File: src/rtl/xx6812_chain_encoder.sv
// Serial encoder for a chain of XX6812-style LEDs: pulls PIXEL_COUNT pixels over a
// valid/ready stream, shifts them out MSB first as a one-wire waveform, then holds a latch gap.
module xx6812_chain_encoder #(
  parameter int PIXEL_BITS   = 24,
  parameter int PIXEL_COUNT  = 60,
  parameter int T0H_CYCLES   = 4,
  parameter int T1H_CYCLES   = 8,
  parameter int BIT_CYCLES   = 12,
  parameter int LATCH_CYCLES = 300
) (
  input  logic                  clock,
  input  logic                  reset,
  input  logic                  start,
  input  logic [PIXEL_BITS-1:0] pixel_data,
  input  logic                  pixel_valid,
  output logic                  pixel_ready,
  output logic                  serial_data_out,
  output logic                  busy,
  output logic                  frame_done,
  output logic                  underrun
);

  // state | meaning
  // IDLE  | line low, waiting for start
  // FILL  | line low, waiting for the first pixel of the frame
  // SEND  | shifting pixels out, one bit per BIT_CYCLES clocks
  // LATCH | line low for LATCH_CYCLES clocks, then frame_done
  typedef enum logic [1:0] {S_IDLE, S_FILL, S_SEND, S_LATCH} state_t;

  localparam int CW = (BIT_CYCLES > 1) ? $clog2(BIT_CYCLES) : 1;
  localparam int BW = (PIXEL_BITS > 1) ? $clog2(PIXEL_BITS) : 1;
  localparam int LW = (LATCH_CYCLES > 1) ? $clog2(LATCH_CYCLES) : 1;
  localparam int NW = $clog2(PIXEL_COUNT + 1);

  localparam logic [CW-1:0] CYC_LAST   = CW'(BIT_CYCLES - 1);
  localparam logic [CW-1:0] HI0_FROM   = CW'(BIT_CYCLES - T0H_CYCLES);
  localparam logic [CW-1:0] HI1_FROM   = CW'(BIT_CYCLES - T1H_CYCLES);
  localparam logic [CW-1:0] CYC_ONE    = CW'(1);
  localparam logic [BW-1:0] BIT_LAST   = BW'(PIXEL_BITS - 1);
  localparam logic [BW-1:0] BIT_ONE    = BW'(1);
  localparam logic [LW-1:0] LATCH_LAST = LW'(LATCH_CYCLES - 1);
  localparam logic [LW-1:0] LATCH_ONE  = LW'(1);
  localparam logic [NW-1:0] N_PIX      = NW'(PIXEL_COUNT);
  localparam logic [NW-1:0] N_ONE      = NW'(1);

  state_t                  state, state_nxt;
  logic [PIXEL_BITS-1:0]   shadow_q, shadow_nxt;
  logic                    shadow_full, shadow_full_nxt;
  logic [PIXEL_BITS-1:0]   shift_q, shift_nxt;
  logic [CW-1:0]           cyc_cnt, cyc_nxt;
  logic [BW-1:0]           bit_cnt, bit_nxt;
  logic [LW-1:0]           latch_cnt, latch_nxt;
  logic [NW-1:0]           accepted, accepted_nxt;
  logic [NW-1:0]           sent, sent_nxt;
  logic                    busy_nxt, done_nxt, underrun_nxt, line_nxt;
  logic                    handshake;

  assign pixel_ready = busy && !shadow_full && (accepted < N_PIX) && (state != S_LATCH);
  assign handshake   = pixel_valid && pixel_ready;

  always_ff @(posedge clock or posedge reset) begin
    if (reset) begin
      state           <= S_IDLE;
      shadow_q        <= '0;
      shadow_full     <= 1'b0;
      shift_q         <= '0;
      cyc_cnt         <= '0;
      bit_cnt         <= '0;
      latch_cnt       <= '0;
      accepted        <= '0;
      sent            <= '0;
      busy            <= 1'b0;
      frame_done      <= 1'b0;
      underrun        <= 1'b0;
      serial_data_out <= 1'b0;
    end else begin
      state           <= state_nxt;
      shadow_q        <= shadow_nxt;
      shadow_full     <= shadow_full_nxt;
      shift_q         <= shift_nxt;
      cyc_cnt         <= cyc_nxt;
      bit_cnt         <= bit_nxt;
      latch_cnt       <= latch_nxt;
      accepted        <= accepted_nxt;
      sent            <= sent_nxt;
      busy            <= busy_nxt;
      frame_done      <= done_nxt;
      underrun        <= underrun_nxt;
      serial_data_out <= line_nxt;
    end
  end

  always_comb begin
    state_nxt       = state;
    shadow_nxt      = shadow_q;
    shadow_full_nxt = shadow_full;
    shift_nxt       = shift_q;
    cyc_nxt         = cyc_cnt;
    bit_nxt         = bit_cnt;
    latch_nxt       = latch_cnt;
    accepted_nxt    = accepted;
    sent_nxt        = sent;
    busy_nxt        = busy;
    done_nxt        = 1'b0;
    underrun_nxt    = 1'b0;

    if (handshake) begin
      shadow_nxt      = pixel_data;
      shadow_full_nxt = 1'b1;
      accepted_nxt    = accepted + N_ONE;
    end

    case (state)
      S_IDLE: begin
        if (start) begin
          state_nxt = S_FILL;
          busy_nxt  = 1'b1;
        end
      end
      S_FILL: begin
        if (shadow_full) begin
          shift_nxt       = shadow_q;
          shadow_full_nxt = 1'b0;
          sent_nxt        = sent + N_ONE;
          bit_nxt         = BIT_LAST;
          cyc_nxt         = CYC_LAST;
          state_nxt       = S_SEND;
        end
      end
      S_SEND: begin
        if (cyc_cnt != '0) begin
          cyc_nxt = cyc_cnt - CYC_ONE;
        end else if (bit_cnt != '0) begin
          cyc_nxt   = CYC_LAST;
          bit_nxt   = bit_cnt - BIT_ONE;
          shift_nxt = shift_q << 1;
        end else if (sent == N_PIX) begin
          state_nxt = S_LATCH;
          latch_nxt = LATCH_LAST;
        end else if (shadow_full || handshake) begin
          // a pixel arriving on the final clock bypasses the shadow so the chain sees no gap
          shift_nxt       = shadow_full ? shadow_q : pixel_data;
          shadow_full_nxt = 1'b0;
          sent_nxt        = sent + N_ONE;
          bit_nxt         = BIT_LAST;
          cyc_nxt         = CYC_LAST;
        end else begin
          underrun_nxt = 1'b1;
          state_nxt    = S_LATCH;
          latch_nxt    = LATCH_LAST;
        end
      end
      S_LATCH: begin
        if (latch_cnt == '0) begin
          state_nxt       = S_IDLE;
          busy_nxt        = 1'b0;
          done_nxt        = 1'b1;
          accepted_nxt    = '0;
          sent_nxt        = '0;
          shadow_full_nxt = 1'b0;
        end else begin
          latch_nxt = latch_cnt - LATCH_ONE;
        end
      end
      default: state_nxt = S_IDLE;
    endcase

    // high for the first T0H/T1H clocks of each bit, counted on the down-counter
    line_nxt = (state_nxt == S_SEND) &&
               (shift_nxt[PIXEL_BITS-1] ? (cyc_nxt >= HI1_FROM) : (cyc_nxt >= HI0_FROM));
  end

endmodule

File: config.mk
export PLATFORM = sky130hd
export DESIGN_NAME = xx6812_chain_encoder
export DESIGN_NICKNAME = d
export VERILOG_FILES = /design/src/rtl/xx6812_chain_encoder.sv
export SDC_FILE = /design/constraint.sdc
export NUM_CORES = 1
export LEC_CHECK = 0
export ABC_CLOCK_PERIOD_IN_PS = 6800
export BUFFER_PORTS_ARGS = -buffer_cell sky130_fd_sc_hd__buf_4
export CAP_MARGIN = 20
export CORE_MARGIN = 3
export CORE_UTILIZATION = 37
export CTS_CLUSTER_SIZE = 30
export DETAILED_ROUTE_END_ITERATION = 10
export PLACE_DENSITY = 0.62
export SLEW_MARGIN = 25
export SYNTH_ARGS = -nofsm -noshare
export SYNTH_HDL_FRONTEND = slang
export SYNTH_SLANG_ARGS = --single-unit
File: constraint.sdc
create_clock -name clock -period 6.8 [get_ports clock]
set_input_delay 0.34 -clock clock [delete_from_list [all_inputs] [get_ports clock]]
set_output_delay 0.34 -clock clock [all_outputs]
set_load 0.05 [all_outputs]
==> results.txt, run 1 <==
outcome - complete, no violations
share of layout cells above drive strength 1 - 13.2%
simple-gate portion of the synthesized area - 19.0%
xor/xnor share of the synthesized area - 0.756%
synth-to-layout area growth - 14.1%
Resized cells post-CTS - 0
crit path launch - state[0]$_DFF_PP0_
num ports - 33
Worst Path Arrival - 3270 ps
n_diodes - 0
VDD IR max - 0.000156 V
Avg Synthesized Cell Area - 9.17 µm²
Max clock buf depth - 2
synth unique cells - 64
Synth Area in Compound Gates - 25.6%
setup bufs post-CTS - 0
Mapped Cells - 505
global-route wire length before repair - 19,000 µm
Post-synth EDFFs - 0
Seq/Total Area, Yosys - 45.9%
crit path to - bit_cnt[3]$_DFFE_PP0P_
CTS H-Tree Depth - 3
initial antenna violation count - 0
post-synth net total - 543
crit path time final - 3040 ps
CTS tree - done
Slew Viols, Final - 0
Reg2Reg Depth - 6
Post-synth ARST share - 100%
Worst setup SP type - flop
most frequent cells in the layout - 118 x nand2_1, 85 x dfrtp_1, 35 x buf_4
Pleak - 0.00230 µW
mux cell area share after synthesis - 0.648%
FP Rows - 40
pin count of the biggest net entering global routing - 79
commonest non-fill, non-tap cell in the layout - nand2_1
CTS sink count - 85
Final Hold Fails - 0
maximum fanout along the worst path - 27
Worst Setup End Kind - flop
Critical Path RT - 7020 ps
port bufs - 32
CP Class - reg2reg
combinational family with the most area after synthesis - compound AO/OA/AOI/OAI gates
Initial Utilization - 38.2%
R2R setup slack - 3760 ps
routed vias - 3,860
Worst R2R End - bit_cnt[3]$_DFFE_PP0P_
DRC - 0
global placement routability congestion - 0.883
period utilisation layout - 44.8%
routed wire length per instance - 15.5 µm
hold crit path type - in2reg
Primary FF master, synth - dfrtp_1
Ys Warns - 0
FMAX - 329 MHz
Max Cap Viol - 0
Post-CTS Hold Fix Bufs - 1
worst slew pin tran - 954 ps
synthesized area - 4630 µm²
Remaining Overflow, GRT - 0
number of global-route vias before repair - 3,801
CTS root buf - clkbuf_16
Post-Synth Adder-Cell Area - 2.70%
Worst-path clk slew - 60 ps
unrepaired setup endpoints after global routing - no
Die ar. - 13,900 µm²
DRT antenna net count - 0
Nets - 557
setup TNS - 0 ps
GR Util All Layers - 16.4%
Max-slew headroom - 36.4%
Critical R2R Launch - state[0]$_DFF_PP0_
vias per std cell - 5.58
number of synthesized register bits - 85
Clk Latency, worst-skew pair - 340 ps
Starting DRT DRC Count - 396
die height - 118 µm
final wirelength - 10,800 µm
TritonCTS Buffers - 9
final setup fails - 0
DP HPWL - 7000 µm
Final Core Density - 43.6%
DRT Pass-1 Iters - 6
DIE WIDTH - 118 µm
PwrDens - 202 nW/µm²
total core area - 12,100 µm²
Setup Skew - 5.81 ps
## cell usage after synthesis (4+ instances only)
library cell    n  share of area, %
a21oi_1        15               1.6
a222oi_1       22               4.8
a22o_1         25               4.7
a31oi_1         4              0.54
a32oi_1         4              0.76
and2_1          4              0.54
buf_2          12               1.3
buf_6           4              0.97
clkbuf_1       16               1.3
dfrtp_1        85                46
ha_1           10               2.7
inv_1          19               1.5
nand2_1       119               9.6
nand3_1         8              0.86
nand4_1         7              0.95
nor2_1         20               1.6
nor3_1          6              0.65
nor3b_1         4              0.65
o21ai_0        32               3.5
o21ai_1        21               2.3
o31ai_1         6              0.97
## critical path: stages (launching register included)
cell     delay, ps
dfrtp_1        430
ha_1           690
nor2b_1        180
a31oi_1        500
o21a_1         830
o21ai_0        200
o41ai_1        100
## cell families (layout without fill, tap and decap cells)
kind of cell               count (synthesis)  count (layout)
and+or+nand+nor                          189             189
buffers and inverters                     53              72
muxes                                      3               3
adders and majority gates                 10              10
AOI/OAI and AO/OA                        161             161
xor gates and xnor gates                   4               4
DFF                                       85              85
## per-layer routing
layer	routed length (µm)	GRT usage (%)
met2	4980	25.2
met3	586	4.23
met1	5010	22.8
met5	0	0
met4	172	4.76
## cell type report
cell class / instances / area [µm²]
Timing Repair Buffer: 37 / 284
Sequential cell: 85 / 2130
Tap cell: 168 / 210
Fill cell: 1200 / 6830
Inverter: 19 / 72.6
Clock inverter: 3 / 67.6
Clock buffer: 13 / 260
Multi-Input combinational cell: 367 / 2260
## where the power goes
group	internal, µW	switching (µW)	leakage, µW
Clock	342	194	0.000156
Combinational	11.2	15.2	0.00103
Sequential	506	0	0.00112
Total	859	209	0.00230
## worst min-delay path by stage
stage,start,endpoint,slack [ps],cells past startpoint
after floorplan,pixel_data[0],shadow_q[0]$_DFFE_PP0N_,450,2
after global placement,reset,shadow_q[15]$_DFFE_PP0N_,240,2
after detailed placement,reset,shadow_q[15]$_DFFE_PP0N_,250,2
after CTS,pixel_data[2],shadow_q[2]$_DFFE_PP0N_,180,3
after global routing,pixel_data[2],shadow_q[2]$_DFFE_PP0N_,180,3
final,pixel_data[8],shadow_q[8]$_DFFE_PP0N_,200,3
## metrics by stage
step | cells | worst slack [ps] | hold WS [ps] | total power (µW) | cell area [µm²]
after CTS | 692 | 3780 | 183 | 1090 | 5280
after global routing | 692 | 3470 | 184 | 1110 | 5290
after detailed placement | 675 | 3750 | 249 | 542 | 4940
final | 692 | 3760 | 197 | 1070 | 5290
after floorplan | 505 | 4260 | 445 | 523 | 4630
after global placement | 675 | 3910 | 243 | 542 | 4940
## sequential cells by signal, summed over array words and instances, names as in the netlist
register / count
bit_cnt: 5
frame_done: 1
serial_data_out: 1
shadow_q: 24
cyc_cnt: 4
accepted: 6
busy: 1
state: 2
latch_cnt: 9
shadow_full: 1
shift_q: 24
underrun: 1
sent: 6
Power figures use the tool's default switching activity.
==> run 2, diff against run 1 <==
- ABC_CLOCK_PERIOD_IN_PS: 6800 -> 3000
- clock period: 6.8 -> 3 ns (I/O delays scaled with it)
==> run 2 against run 1 <==
The flow now finishes with violations (negative hold slack); largest power group is now registers; cell count is 3.2% higher; die area stayed put; sequential cell count did not move; clock power grew 110%; routed wire length up 3.4%; worst hold slack got worse by 230 ps; critical path type unchanged; count of clock-buffer cells in the layout down 2; critical endpoint is now shift_q[20]$_DFFE_PP0P_; total power up 120%; sequential power up 130%; design area grew 3.6%; combinational power rose to 2.9 times the previous value; critical path depth is 1 higher.
==> results.txt, run 2 (same netlist as run 1, synthesis figures left out) <==
sequential share of power - 48.9% (+1.6 points)
VDD IR max - 0.000433 V (+180%)
maximum fanout along the worst path - 22 (-19%)
Critical Path RT - 3260 ps (-3760 ps)
Worst Path Arrival - 2800 ps (-470 ps)
CTS sink count - 85 (unchanged)
vias per std cell - 5.51 (-1.3%)
Clk Latency, worst-skew pair - 340 ps (about the same)
crit path launch - cyc_cnt[0]$_DFF_PP0_
Cell Count, Final, Fillers Out - 714 (+3.2%)
global placement routability congestion - 0.850 (-3.7%)
cell chain of the critical path - inv_1 -> ha_1 -> or3b_4 -> or3_4 -> o21ai_2 -> nand2_2 -> o21ai_0
DRC - 0 (unchanged)
most frequent cells in the layout - 119 x nand2_1, 85 x dfrtp_1, 42 x buf_4
Die ar. - 13,900 µm² (unchanged)
Remaining Overflow, GRT - 0 (unchanged)
Max-slew headroom - 42.1% (+5.7 points)
crit path time final - 2540 ps (-502 ps)
Critical R2R Launch - cyc_cnt[0]$_DFF_PP0_
R2R setup slack - 460 ps (-3300 ps)
share of layout cells above drive strength 1 - 14.1% (+0.93 points)
GR peak layer - met2
DP HPWL - 7180 µm (+2.6%)
commonest non-fill, non-tap cell in the layout - nand2_1
Starting DRT DRC Count - 407 (+2.8%)
DRT antenna net count - 0 (unchanged)
failing checks - negative hold slack
number of global-route vias before repair - 3,873 (+1.9%)
multi-input logic area - 2260 µm² (-0.11%)
final wirelength - 11,100 µm (+3.4%)
Slew Viols, Final - 0 (unchanged)
CTS tree - done
final instance area - 5480 µm² (+3.6%)
CTS root buf - clkbuf_16
routed vias - 3,931 (+1.8%)
top flop regs - shadow_q: 24 flops, shift_q: 24 flops, latch_cnt: 9 flops
routed wire length per instance - 15.6 µm (+0.25%)
DRT Pass-1 Iters - 7 (+1)
pin count of the biggest net entering global routing - 52 (-34%)
setup bufs post-CTS - 0 (unchanged)
DIE WIDTH - 118 µm (unchanged)
Sequential Area - 2130 µm² (unchanged)
CTS H-Tree Depth - 3 (unchanged)
met3 usage - 4.23% (unchanged)
GR Util met2 - 26.0% (+0.79 points)
WHS - -32.2 ps (-229 ps)
sw frac - 21.0% (+1.4 points)
Internal Power - 1850 µW (+120%)
Placed Cells - 683 (+1.2%)
Final Hold Fails - 47 (+47)
CP Class - reg2reg
outcome - complete, but fails checks
sum of buffers and inverters on the critical path - 1 (+1)
setup TNS - 0 ps (unchanged)
Nets - 579 (+3.9%)
num ports - 33 (unchanged)
Fillers - 1,172 (-2.3%)
TritonCTS Buffers - 9 (unchanged)
Max Cap Viol - 0 (unchanged)
FP Rows - 40 (unchanged)
worst slew pin tran - 869 ps (-85.4 ps)
slowest stage delay, CP - 440 ps (-390 ps)
n_diodes - 0 (unchanged)
Post-CTS Hold Fix Bufs - 15 (+14)
PwrDens - 428 nW/µm² (+110%)
Max clock buf depth - 2 (unchanged)
die height - 118 µm (unchanged)
Pleak - 0.00239 µW (+3.9%)
slowest CP cell - or3b_4
Setup Skew - 6.68 ps (+0.862 ps)
final setup fails - 0 (unchanged)
Clock Power Share - 47.9% (-2.3 points)
total core area - 12,100 µm² (unchanged)
switching power - 492 µW (+140%)
GR Util All Layers - 17.0% (+0.66 points)
DP Area - 5030 µm² (+1.7%)
synth-to-layout area growth - 18.3%
Initial Utilization - 38.2% (unchanged)
family with the most delay on the worst path - simple AND/OR/NAND/NOR gates
unrepaired setup endpoints after global routing - no
Worst Setup End Kind - flop
initial antenna violation count - 0 (unchanged)
hold crit path type - in2async
port bufs - 32 (unchanged)
period utilisation layout - 84.7% (+40 points)
Gate power share - 3.3% (+0.8 points)
global-route wire length before repair - 19,600 µm (+3.0%)
Worst-path clk slew - 60 ps (about the same)
FMAX - 393 MHz (+20%)
Resized cells post-CTS - 0 (unchanged)
Worst setup SP type - flop
met1 Resource Use GR - 24.2% (+1.4 points)
run 2: per-layer routing:
metal,vias up,share of wire (%)
li1,1921,-
met1,1905,49
met2,100,46
met3,5,4.4
met4,0,0.72
met5,-,0
run 2: layout make-up:
class / count / area share, %
multi-input cells: 367 / 41.3
flip-flops and latches: 85 / 38.8
repair buffers: 59 / 9.23
clock buffers: 11 / 4.43
well taps: 168 / 3.84
inverters: 19 / 1.32
clock inverters: 5 / 1.07
run 2: metrics by stage:
step / util (%) / total power [µW] / setup slack (ps) / hold slack [ps]
2_1_floorplan: - / 1190 / 465 / 255
3_3_place_gp: 41.5 / 1230 / 603 / 350
3_5_place_dp: 41.5 / 1230 / 500 / 355
4_1_cts: 45.2 / 2390 / 487 / 0.647
5_1_grt: 45.2 / 2450 / 274 / 5.97
6_report: 45.2 / 2350 / 458 / -32.2
run 2: path summary, 6_finish.rpt:
check	to	depth (start not counted)
setup / recovery	shift_q[20]$_DFFE_PP0P_	7
hold / removal	shadow_q[15]$_DFFE_PP0N_	2
setup reg to reg	shift_q[20]$_DFFE_PP0P_	7
hold reg to reg	shift_q[0]$_DFFE_PP0P_	2
max in group asynchronous	cyc_cnt[0]$_DFF_PP0_	3
min in group clock	shadow_q[2]$_DFFE_PP0N_	3
run 2: power groups by stage:
stage                     Sequential [µW]  Combinational (µW)  Clock [µW]
after floorplan                      1170                17.7           0
after global placement               1170                62.9           0
after detailed placement             1170                64.0           0
after CTS                            1150                80.0        1160
after global routing                 1150                85.9        1220
final                                1150                77.0        1120
